===== src/rtl/prio_intr_ctrl_if.sv =====
// prio_intr_ctrl_if: request/mask/handshake bundle between peripherals, host and prio_intr_ctrl
// Signals:
//   req        NUM_BUS*NUM_CH  request lines, bus b channel c at bit b*NUM_CH+c
//   mask_we    1               mask register write strobe
//   mask_wdata NUM_CH          new mask value, 1 = channel masked on all buses
//   ack        1               host acknowledge of the current interrupt
//   irq        1               interrupt outstanding
//   irq_bus    BUS_W           bus of the granted request
//   irq_id     ID_W            channel of the granted request
//   bus_pend   NUM_BUS         per-bus OR of unmasked pending bits
//   mask_q     NUM_CH          current mask register
// Modports: master = host/peripheral side, slave = controller side
interface prio_intr_ctrl_if #(
  parameter int NUM_CH = 9,
  parameter int NUM_BUS = 3,
  parameter int ID_W = $clog2(NUM_CH),
  parameter int BUS_W = (NUM_BUS > 1) ? $clog2(NUM_BUS) : 1
);
  logic [NUM_BUS*NUM_CH-1:0] req;
  logic mask_we;
  logic [NUM_CH-1:0] mask_wdata;
  logic ack;
  logic irq;
  logic [BUS_W-1:0] irq_bus;
  logic [ID_W-1:0] irq_id;
  logic [NUM_BUS-1:0] bus_pend;
  logic [NUM_CH-1:0] mask_q;
  modport master (
    output req, mask_we, mask_wdata, ack,
    input irq, irq_bus, irq_id, bus_pend, mask_q
  );
  modport slave (
    input req, mask_we, mask_wdata, ack,
    output irq, irq_bus, irq_id, bus_pend, mask_q
  );
endinterface


===== src/rtl/prio_intr_ctrl.sv =====
// prio_intr_ctrl: pending/mask/priority interrupt controller with irq/ack handshake
// Ports:
//   clk    rising-edge clock
//   rst_n  asynchronous active-low reset
//   bus    prio_intr_ctrl_if.slave (req, mask_we, mask_wdata, ack in; irq, irq_bus, irq_id, bus_pend, mask_q out)
// Macro PRIO_INTR_EDGE_EN: pending bits set on rising edges of req instead of levels.
module prio_intr_ctrl #(
  parameter int NUM_CH = 9,
  parameter int NUM_BUS = 3,
  parameter int ID_W = $clog2(NUM_CH),
  parameter int BUS_W = (NUM_BUS > 1) ? $clog2(NUM_BUS) : 1
) (
  input logic clk,
  input logic rst_n,
  prio_intr_ctrl_if.slave bus
);
  localparam int N = NUM_BUS * NUM_CH;
  typedef enum logic [1:0] {IDLE, WAIT, GAP} state_t;
  state_t r_state;
  logic [N-1:0] r_pend, w_elig, w_clr, w_set, w_next;
  logic [NUM_CH-1:0] r_mask;
  logic [NUM_BUS-1:0] r_bus_pend, w_bus_pend;
  logic r_irq, w_ack;
  logic [BUS_W-1:0] r_irq_bus, w_bus;
  logic [ID_W-1:0] r_irq_id, w_id;
  assign w_elig = r_pend & ~{NUM_BUS{r_mask}};
  assign w_ack = (r_state == WAIT) && bus.ack;
  assign w_clr = w_ack ? (N'(1) << (int'(r_irq_bus) * NUM_CH + int'(r_irq_id))) : '0;
`ifdef PRIO_INTR_EDGE_EN
  logic [N-1:0] r_req_q;
  assign w_set = bus.req & ~r_req_q;
  // set after clear so an edge arriving in the ack cycle is not lost
  assign w_next = (r_pend & ~w_clr) | w_set;
  always_ff @(posedge clk or negedge rst_n)
    if (!rst_n) r_req_q <= '0;
    else r_req_q <= bus.req;
`else
  assign w_set = bus.req;
  assign w_next = (r_pend | w_set) & ~w_clr;
`endif
  // descending scan so the last hit is the lowest bus, then lowest channel
  always_comb begin
    w_bus = '0;
    w_id = '0;
    for (int b = NUM_BUS - 1; b >= 0; b--)
      for (int c = NUM_CH - 1; c >= 0; c--)
        if (w_elig[b*NUM_CH+c]) begin
          w_bus = BUS_W'(b);
          w_id = ID_W'(c);
        end
  end
  always_comb begin
    w_bus_pend = '0;
    for (int b = 0; b < NUM_BUS; b++) w_bus_pend[b] = |w_elig[b*NUM_CH +: NUM_CH];
  end
  always_ff @(posedge clk or negedge rst_n)
    if (!rst_n) begin
      r_state <= IDLE;
      r_pend <= '0;
      r_mask <= '0;
      r_bus_pend <= '0;
      r_irq <= 1'b0;
      r_irq_bus <= '0;
      r_irq_id <= '0;
    end else begin
      r_pend <= w_next;
      r_bus_pend <= w_bus_pend;
      if (bus.mask_we) r_mask <= bus.mask_wdata;
      case (r_state)
        IDLE:
          if (|w_elig) begin
            r_irq <= 1'b1;
            r_irq_bus <= w_bus;
            r_irq_id <= w_id;
            r_state <= WAIT;
          end
        WAIT:
          if (bus.ack) begin
            r_irq <= 1'b0;
            r_state <= GAP;
          end
        default: r_state <= IDLE;
      endcase
    end
  assign bus.irq = r_irq;
  assign bus.irq_bus = r_irq_bus;
  assign bus.irq_id = r_irq_id;
  assign bus.bus_pend = r_bus_pend;
  assign bus.mask_q = r_mask;
endmodule


===== src/flat_wrapper.sv =====
// flat-port wrapper written by rule: the top's interface ports become plain ports
module prio_intr_ctrl_flat 
#(
  parameter int NUM_CH = 9,
  parameter int NUM_BUS = 3,
  parameter int ID_W = $clog2(NUM_CH),
  parameter int BUS_W = (NUM_BUS > 1) ? $clog2(NUM_BUS) : 1
)
  (clk, rst_n, bus_req, bus_mask_we, bus_mask_wdata, bus_ack, bus_irq, bus_irq_bus, bus_irq_id, bus_bus_pend, bus_mask_q);
  prio_intr_ctrl_if #(.NUM_CH(NUM_CH), .NUM_BUS(NUM_BUS), .ID_W(ID_W), .BUS_W(BUS_W)) bus_i ();
  input logic clk;
  input logic rst_n;
  input wire logic [$bits(bus_i.req)-1:0] bus_req;
  input wire logic [$bits(bus_i.mask_we)-1:0] bus_mask_we;
  input wire logic [$bits(bus_i.mask_wdata)-1:0] bus_mask_wdata;
  input wire logic [$bits(bus_i.ack)-1:0] bus_ack;
  output wire logic [$bits(bus_i.irq)-1:0] bus_irq;
  output wire logic [$bits(bus_i.irq_bus)-1:0] bus_irq_bus;
  output wire logic [$bits(bus_i.irq_id)-1:0] bus_irq_id;
  output wire logic [$bits(bus_i.bus_pend)-1:0] bus_bus_pend;
  output wire logic [$bits(bus_i.mask_q)-1:0] bus_mask_q;
  assign bus_i.req = bus_req;
  assign bus_i.mask_we = bus_mask_we;
  assign bus_i.mask_wdata = bus_mask_wdata;
  assign bus_i.ack = bus_ack;
  assign bus_irq = bus_i.irq;
  assign bus_irq_bus = bus_i.irq_bus;
  assign bus_irq_id = bus_i.irq_id;
  assign bus_bus_pend = bus_i.bus_pend;
  assign bus_mask_q = bus_i.mask_q;
  prio_intr_ctrl #(.NUM_CH(NUM_CH), .NUM_BUS(NUM_BUS), .ID_W(ID_W), .BUS_W(BUS_W)) u_core (.clk(clk), .rst_n(rst_n), .bus(bus_i));
endmodule

===== config.mk =====
export PLATFORM = sky130hd
export DESIGN_NAME = prio_intr_ctrl_flat
export DESIGN_NICKNAME = d
export VERILOG_FILES = /design/src/rtl/prio_intr_ctrl_if.sv /design/src/rtl/prio_intr_ctrl.sv /design/src/flat_wrapper.sv
export SDC_FILE = /design/constraint.sdc
export NUM_CORES = 1
export LEC_CHECK = 0
export ABC_AREA = 1
export BUFFER_PORTS_ARGS = -buffer_cell sky130_fd_sc_hd__buf_2
export CAP_MARGIN = 30
export CORE_AREA = 2 2 61 92
export CTS_CLUSTER_SIZE = 20
export DETAILED_ROUTE_END_ITERATION = 8
export DIE_AREA = 0 0 63 94
export PLACE_DENSITY = 0.75
export SETUP_SLACK_MARGIN = 0.4
export SYNTH_ARGS = -nofsm -noshare
export SYNTH_HDL_FRONTEND = slang
export SYNTH_SLANG_ARGS = --single-unit

===== constraint.sdc =====
create_clock -name clk -period 2.1 [get_ports clk]
set_input_delay 0.42 -clock clk [delete_from_list [all_inputs] [get_ports clk]]
set_output_delay 0.42 -clock clk [all_outputs]
set_load 0.05 [all_outputs]

## Word-level counts from Yosys, hierarchy flattened

Cells that the tools add are included.

- Register bits: 48
- Input port bits: 40
- Output and inout bits: 19
- Word-level logic and storage cells: 89

- Add/sub/neg operators: 1
- Multipliers: 1
- Equal/unequal tests: 3
- Shift-type cells: 1
- Muxes and demuxes: 61
- Bitwise logic cells: 5
- Reductions and logical operators: 10

Operators with widths:

| operator | count |
|---|---|
| 4-bit 2-to-1 mux | 27 |
| 2-bit 2-to-1 mux | 29 |
| 27-bit AND | 2 |
| 27-bit inverter | 2 |
| 32-bit by 5-bit adder with 32-bit output | 1 |
| 1-bit by 32-bit << shifter with 27-bit output (first input constant) | 1 |
| 27-bit 2-to-1 mux | 1 |
| 27-bit OR | 1 |
| 27-bit OR reduction | 1 |
| 9-bit OR reduction | 3 |
| 2-bit by 4-bit multiplier with 6-bit output (second input constant) | 1 |
| 2-bit one-hot mux with 2 select lines | 1 |
| 2-bit AND reduction | 2 |
| 3-bit AND reduction | 1 |
| 2-bit by 1-bit == test with 1-bit output (second input constant) | 1 |
| 2-bit zero test | 1 |
| 1-bit 2-to-1 mux | 2 |
| 2-bit by 1-bit inequality test with 1-bit output (second input constant) | 1 |
| 2-bit inequality test (second input constant) | 1 |
| 1-bit one-hot mux with 2 select lines | 1 |
| 2-bit nonzero test | 1 |
| 1-bit logical AND | 1 |

## Depth between registers and ports, before layout

- Word-level depth: 29
- Mapped depth: 26
- Gate-level depth less buffers: 26

## Worst setup path before layout

Ideal clock, no wire load.

- Kind: reg-to-reg
- Start point: register u_core.r_irq_id[0] (netlist: u_core.bus.irq_id[0])
- End point: register u_core.r_pend[10]
- Setup time: 0.126 ns
- Data arrival time: 2.185 ns
- Data required time: 1.974 ns
- Slack: -0.211 ns
- Cell stages (with the launch flop): 9
- Path buffers: 1
- Clock period less this slack: 2.311 ns
- Cells stage by stage: dfrtp_1 -> ha_1 -> fa_1 -> nand3_1 -> nand2_1 -> xor2_1 -> nor3b_2 -> buf_2 -> a21oi_1

- Word-level cells in the longest chain between the ends: 5

RTL lines:

| item | RTL line | RTL |
|---|---|---|
| start: declaration | prio_intr_ctrl.sv:25 | `logic [ID_W-1:0] r_irq_id, w_id;` |
| start signal: assignment | prio_intr_ctrl.sv:74 | `r_irq_id <= w_id;` |
| 32-bit by 5-bit adder with 32-bit output | prio_intr_ctrl.sv:28 | `assign w_clr = w_ack ? (N'(1) << (int'(r_irq_bus) * NUM_CH + int'(r_irq_id))) : '0;` |
| 1-bit by 32-bit << shifter with 27-bit output | prio_intr_ctrl.sv:28 |  |
| 27-bit 2-to-1 mux | prio_intr_ctrl.sv:28 |  |
| 27-bit inverter | prio_intr_ctrl.sv:39 | `assign w_next = (r_pend \| w_set) & ~w_clr;` |
| 27-bit AND | prio_intr_ctrl.sv:39 |  |
| via u_core.w_next[10] | prio_intr_ctrl.sv:20 | `logic [N-1:0] r_pend, w_elig, w_clr, w_set, w_next;` |
| end signal: assignment | prio_intr_ctrl.sv:66 | `r_pend <= w_next;` |
| end: declaration | prio_intr_ctrl.sv:20 |  |

The timed path passes the listed nets, and every way through them passes these cells.
A chain may end at the register's enable or synchronous reset.

## Worst setup path after layout

- Start point: register u_core.r_irq_bus[0] (netlist: u_core.bus.irq_bus[0])
- End point: register u_core.r_pend[2]

- Word-level cells in the longest chain between the ends: 6

RTL lines:

| item | RTL line | RTL |
|---|---|---|
| start: declaration | prio_intr_ctrl.sv:24 | `logic [BUS_W-1:0] r_irq_bus, w_bus;` |
| start signal: assignment | prio_intr_ctrl.sv:73 | `r_irq_bus <= w_bus;` |
| 2-bit by 4-bit multiplier with 6-bit output | prio_intr_ctrl.sv:28 |  |
| 32-bit by 5-bit adder with 32-bit output | prio_intr_ctrl.sv:28 |  |
| 1-bit by 32-bit << shifter with 27-bit output | prio_intr_ctrl.sv:28 |  |
| 27-bit 2-to-1 mux | prio_intr_ctrl.sv:28 |  |
| 27-bit inverter | prio_intr_ctrl.sv:39 |  |
| 27-bit AND | prio_intr_ctrl.sv:39 |  |
| via u_core.w_next[2] | prio_intr_ctrl.sv:20 |  |

The timed path passes the listed nets, and every way through them passes these cells.

==> results by group <==
STA
  – Crit path time final: between 1.5 and 2 ns
  – Slew @ Worst Pin: 0.532 ns
  – Final setup violation count: 0
  – Worst Clk Skew: between 0.006 and 0.007 ns
  – Tcrit/Tclk final: 90.5%
  – RSZ-0062 raised after global routing: yes
  – FMAX: 0.526 GHz
  – Max-slew violations: 0
  – Slew HR: 64.5%
  – Fin. Hold Viols: 0
  – Setup TNS: 0 ns

Placement
  – Dpl hpwl: 4800 um
  – RD Place Congestion: 0.970
  – Number of port buffers: 58
  – Post-Place Cells: 426

Worst hold path
  – Worst hold path type: in2async

Floorplanning
  – DIE WIDTH: 63 um
  – # rows: 32
  – IO Pins: between 50 and 60
  – Initial Util: 46.7%
  – Core area: 5080 sq um
  – Die height: 94 um
  – Die footprint: a little under 6000 sq um

GRT
  – Number of global-route vias before repair: 2126
  – Largest net degree at the start of global routing: 27
  – First-pass GRT wire length: 10100 um
  – Total global routing overflow: 0
  – Initial antenna violation count: 0
  – GRT Overall Usage: 22.7%

Yosys
  – Synth async-reset ratio: 100%
  – Yosys warnings: 0
  – Synth cell count leaders: nand2_1, nor2_1, dfrtp_1
  – Post-synth top area share: 50.6%
  – Top_reg_cell synth: dfrtp_1
  – Number of enable flip-flop cells after synthesis: 0
  – Syn Inst Count: 300
  – Cell taking the most area after synthesis: dfrtp_1
  – Area contributors post-synth: dfrtp_1, nand2_1, nor2_1
  – Net Count, Synth: 344
  – Post-synthesis cell area: 2370 sq um
  – Top-count cell post-synth: nand2_1
  – FF+latch count, synth: 48
  – Register area share after synthesis: 50.6%
  – Synth unique cells: 28
  – Syn avg cell area: 7.91 sq um

CTS
  – H-tree levels: 2
  – Post-CTS Hold Fix Bufs: 0
  – Clk_lat worst skew: 0.30 ns
  – Num CTS Buffers: 5
  – CTS tree: yes
  – Clk sinks: 48
  – CTS clk-pin slew, worst paths: 0.09 ns
  – Root buffer cell: clkbuf_8
  – Clock Tree Buf Depth: 2

Power
  – Internal power: 1.77 mW
  – Power per cell area: approximately 970 nW/um^2
  – Lkg Pwr: 1.47 nW
  – Clock share of power: 17.1%
  – Worst IR Drop VDD: 0.382 mV
  – Comb power frac: 45.0%
  – Sw Share: 42.7%
  – Sw power: ~1.3 mW
  – Reg power frac: between 30% and 40%

Layout
  – Final nets: 418
  – Diode count: 0
  – Non-filler cells, final: around 440
  – Layout cells sized above 1: between 40% and 50%
  – Area growth syn-to-layout: 33.7%

Worst setup path
  – Worst r2r path cells: 8
  – Crit Path Max Fanout: 16
  – Worst EP arrival: 2.08 ns
  – Crit path required time: 2.28 ns
  – Critical path class: reg2reg
  – Flop2flop setup slack: 0.20 ns
  – CP startpoint kind: flip-flop
  – Worst Setup End Kind: flip-flop

Detailed routing
  – Residual DRC count: 0
  – Via density: 5.02
  – Via count: 2226
  – Routed wire length: 6360 um
  – Post-route ant nets: 0
  – Drt wl/cell: 14.4 um
  – DRT iter0 DRCs: 96
  – Drt pass-1 iters: 4

Outcome
  – Status: completed

Run
  – Maxcap violations: 0
-- metrics by stage --
stage                     setup slack, ns  utilization [%]  power [mW]  hold slack [ns]  area (sq um)
after floorplan                    0.0772                -        1.96            0.124          2450
after global placement              0.215             56.1        2.26            0.429          2850
after detailed placement            0.173             56.1        2.28            0.434          2850
after CTS                           0.200             59.3        2.87            0.105          3010
after global routing               0.0515             62.4        3.28            0.120          3170
final                               0.199             62.4        3.09           0.0849          3170
-- flip-flops by register name, indices dropped and copies added, names as in the netlist --
name / cells
u_core.bus.mask_q: 9
u_core.bus.bus_pend: 3
u_core.r_state: 2
u_core.bus.irq_id: 4
u_core.bus.irq: 1
u_core.r_pend: 27
u_core.bus.irq_bus: 2
-- final timing paths --
check,start,end
worst max-delay path,u_core.bus.irq_bus[0],u_core.r_pend[2]
worst min-delay path,rst_n,u_core.bus.mask_q[0]
worst max register to register,u_core.bus.irq_bus[0],u_core.r_pend[2]
worst min register to register,u_core.r_pend[17],u_core.r_pend[17]
max in group asynchronous,rst_n,u_core.bus.irq_id[1]
min in group clk,bus_ack,u_core.r_state[0]
-- cell type report --
| cell class | instances | area [sq um] |
|---|---|---|
| fill | 460 | 1910 |
| inverter | 27 | 106 |
| sequential | 48 | 1220 |
| multi-input combinational | 220 | 1250 |
| timing repair buffer | 72 | 432 |
| tap | 68 | 85.1 |
| clock buffer | 8 | 80.1 |
-- critical path, cell delays in order (launching register included) --
cell	delay (ns)
dfrtp_2	0.43
ha_4	0.17
fa_2	0.35
nand3_2	0.09
nand2_2	0.07
xor2_2	0.17
nor3b_4	0.25
buf_12	0.17
a21oi_1	0.08
-- placed cells by master, fill, tap and decap left out, types with 2 or more instances in the layout --
master / Yosys / routed
nor2_1: 52 / 39
buf_4: 0 / 9
buf_2: 1 / 58
nand3_4: 0 / 2
o21ai_0: 10 / 10
a21oi_1: 32 / 21
clkbuf_1: 3 / 3
nand4_1: 2 / 2
a21oi_2: 1 / 12
nand2_1: 78 / 71
a32o_1: 2 / 2
inv_2: 14 / 14
buf_6: 1 / 3
o21ai_1: 5 / 5
nor2_2: 1 / 11
clkbuf_8: 0 / 5
nand2_2: 6 / 12
buf_12: 0 / 2
dfrtp_2: 0 / 13
nand3_2: 0 / 3
ha_1: 3 / 2
nor2_4: 0 / 3
inv_1: 13 / 11
nand3_1: 16 / 11
inv_4: 0 / 2
nand2_4: 2 / 3
dfrtp_1: 48 / 35
-- timing repair --
item,CTS,global route
setup buffers,5,3
cloned,1,0
hold endpoints to repair,0,0
endpoints found under the setup margin,34,35
resized for setup,9,38
pin swaps,5,10
-- power by group through the flow --
stage | Clock, mW | Combinational (mW) | Sequential (mW)
after floorplan | 0 | 0.620 | 1.34
after global placement | 0 | 1.08 | 1.17
after detailed placement | 0 | 1.09 | 1.18
after CTS | 0.543 | 1.17 | 1.16
after global routing | 0.598 | 1.50 | 1.19
final | 0.529 | 1.39 | 1.17
-- cell families (layout without fill, tap and decap cells) --
logic type / count (synthesis) / count (layout) / synth area share, %
adders and majority gates: 4 / 4 / 2.43
AOI/OAI and AO/OA: 54 / 54 / 12.5
DFF: 48 / 48 / 50.6
buffers and inverters: 32 / 107 / 5.43
and+or+nand+nor: 160 / 160 / 28.3
xor gates and xnor gates: 2 / 2 / 0.739
-- per-layer routing --
layer  GRT usage (%)  vias to the layer above  share of wire (%)
met2            40.5                       57                 53
met1            26.3                     1023                 39
li1                -                     1125                  -
met3            3.72                       21                3.6
met5               0                        -                  0
met4            10.9                        0                3.8
Note: power is estimated with default switching activity, not from simulation.
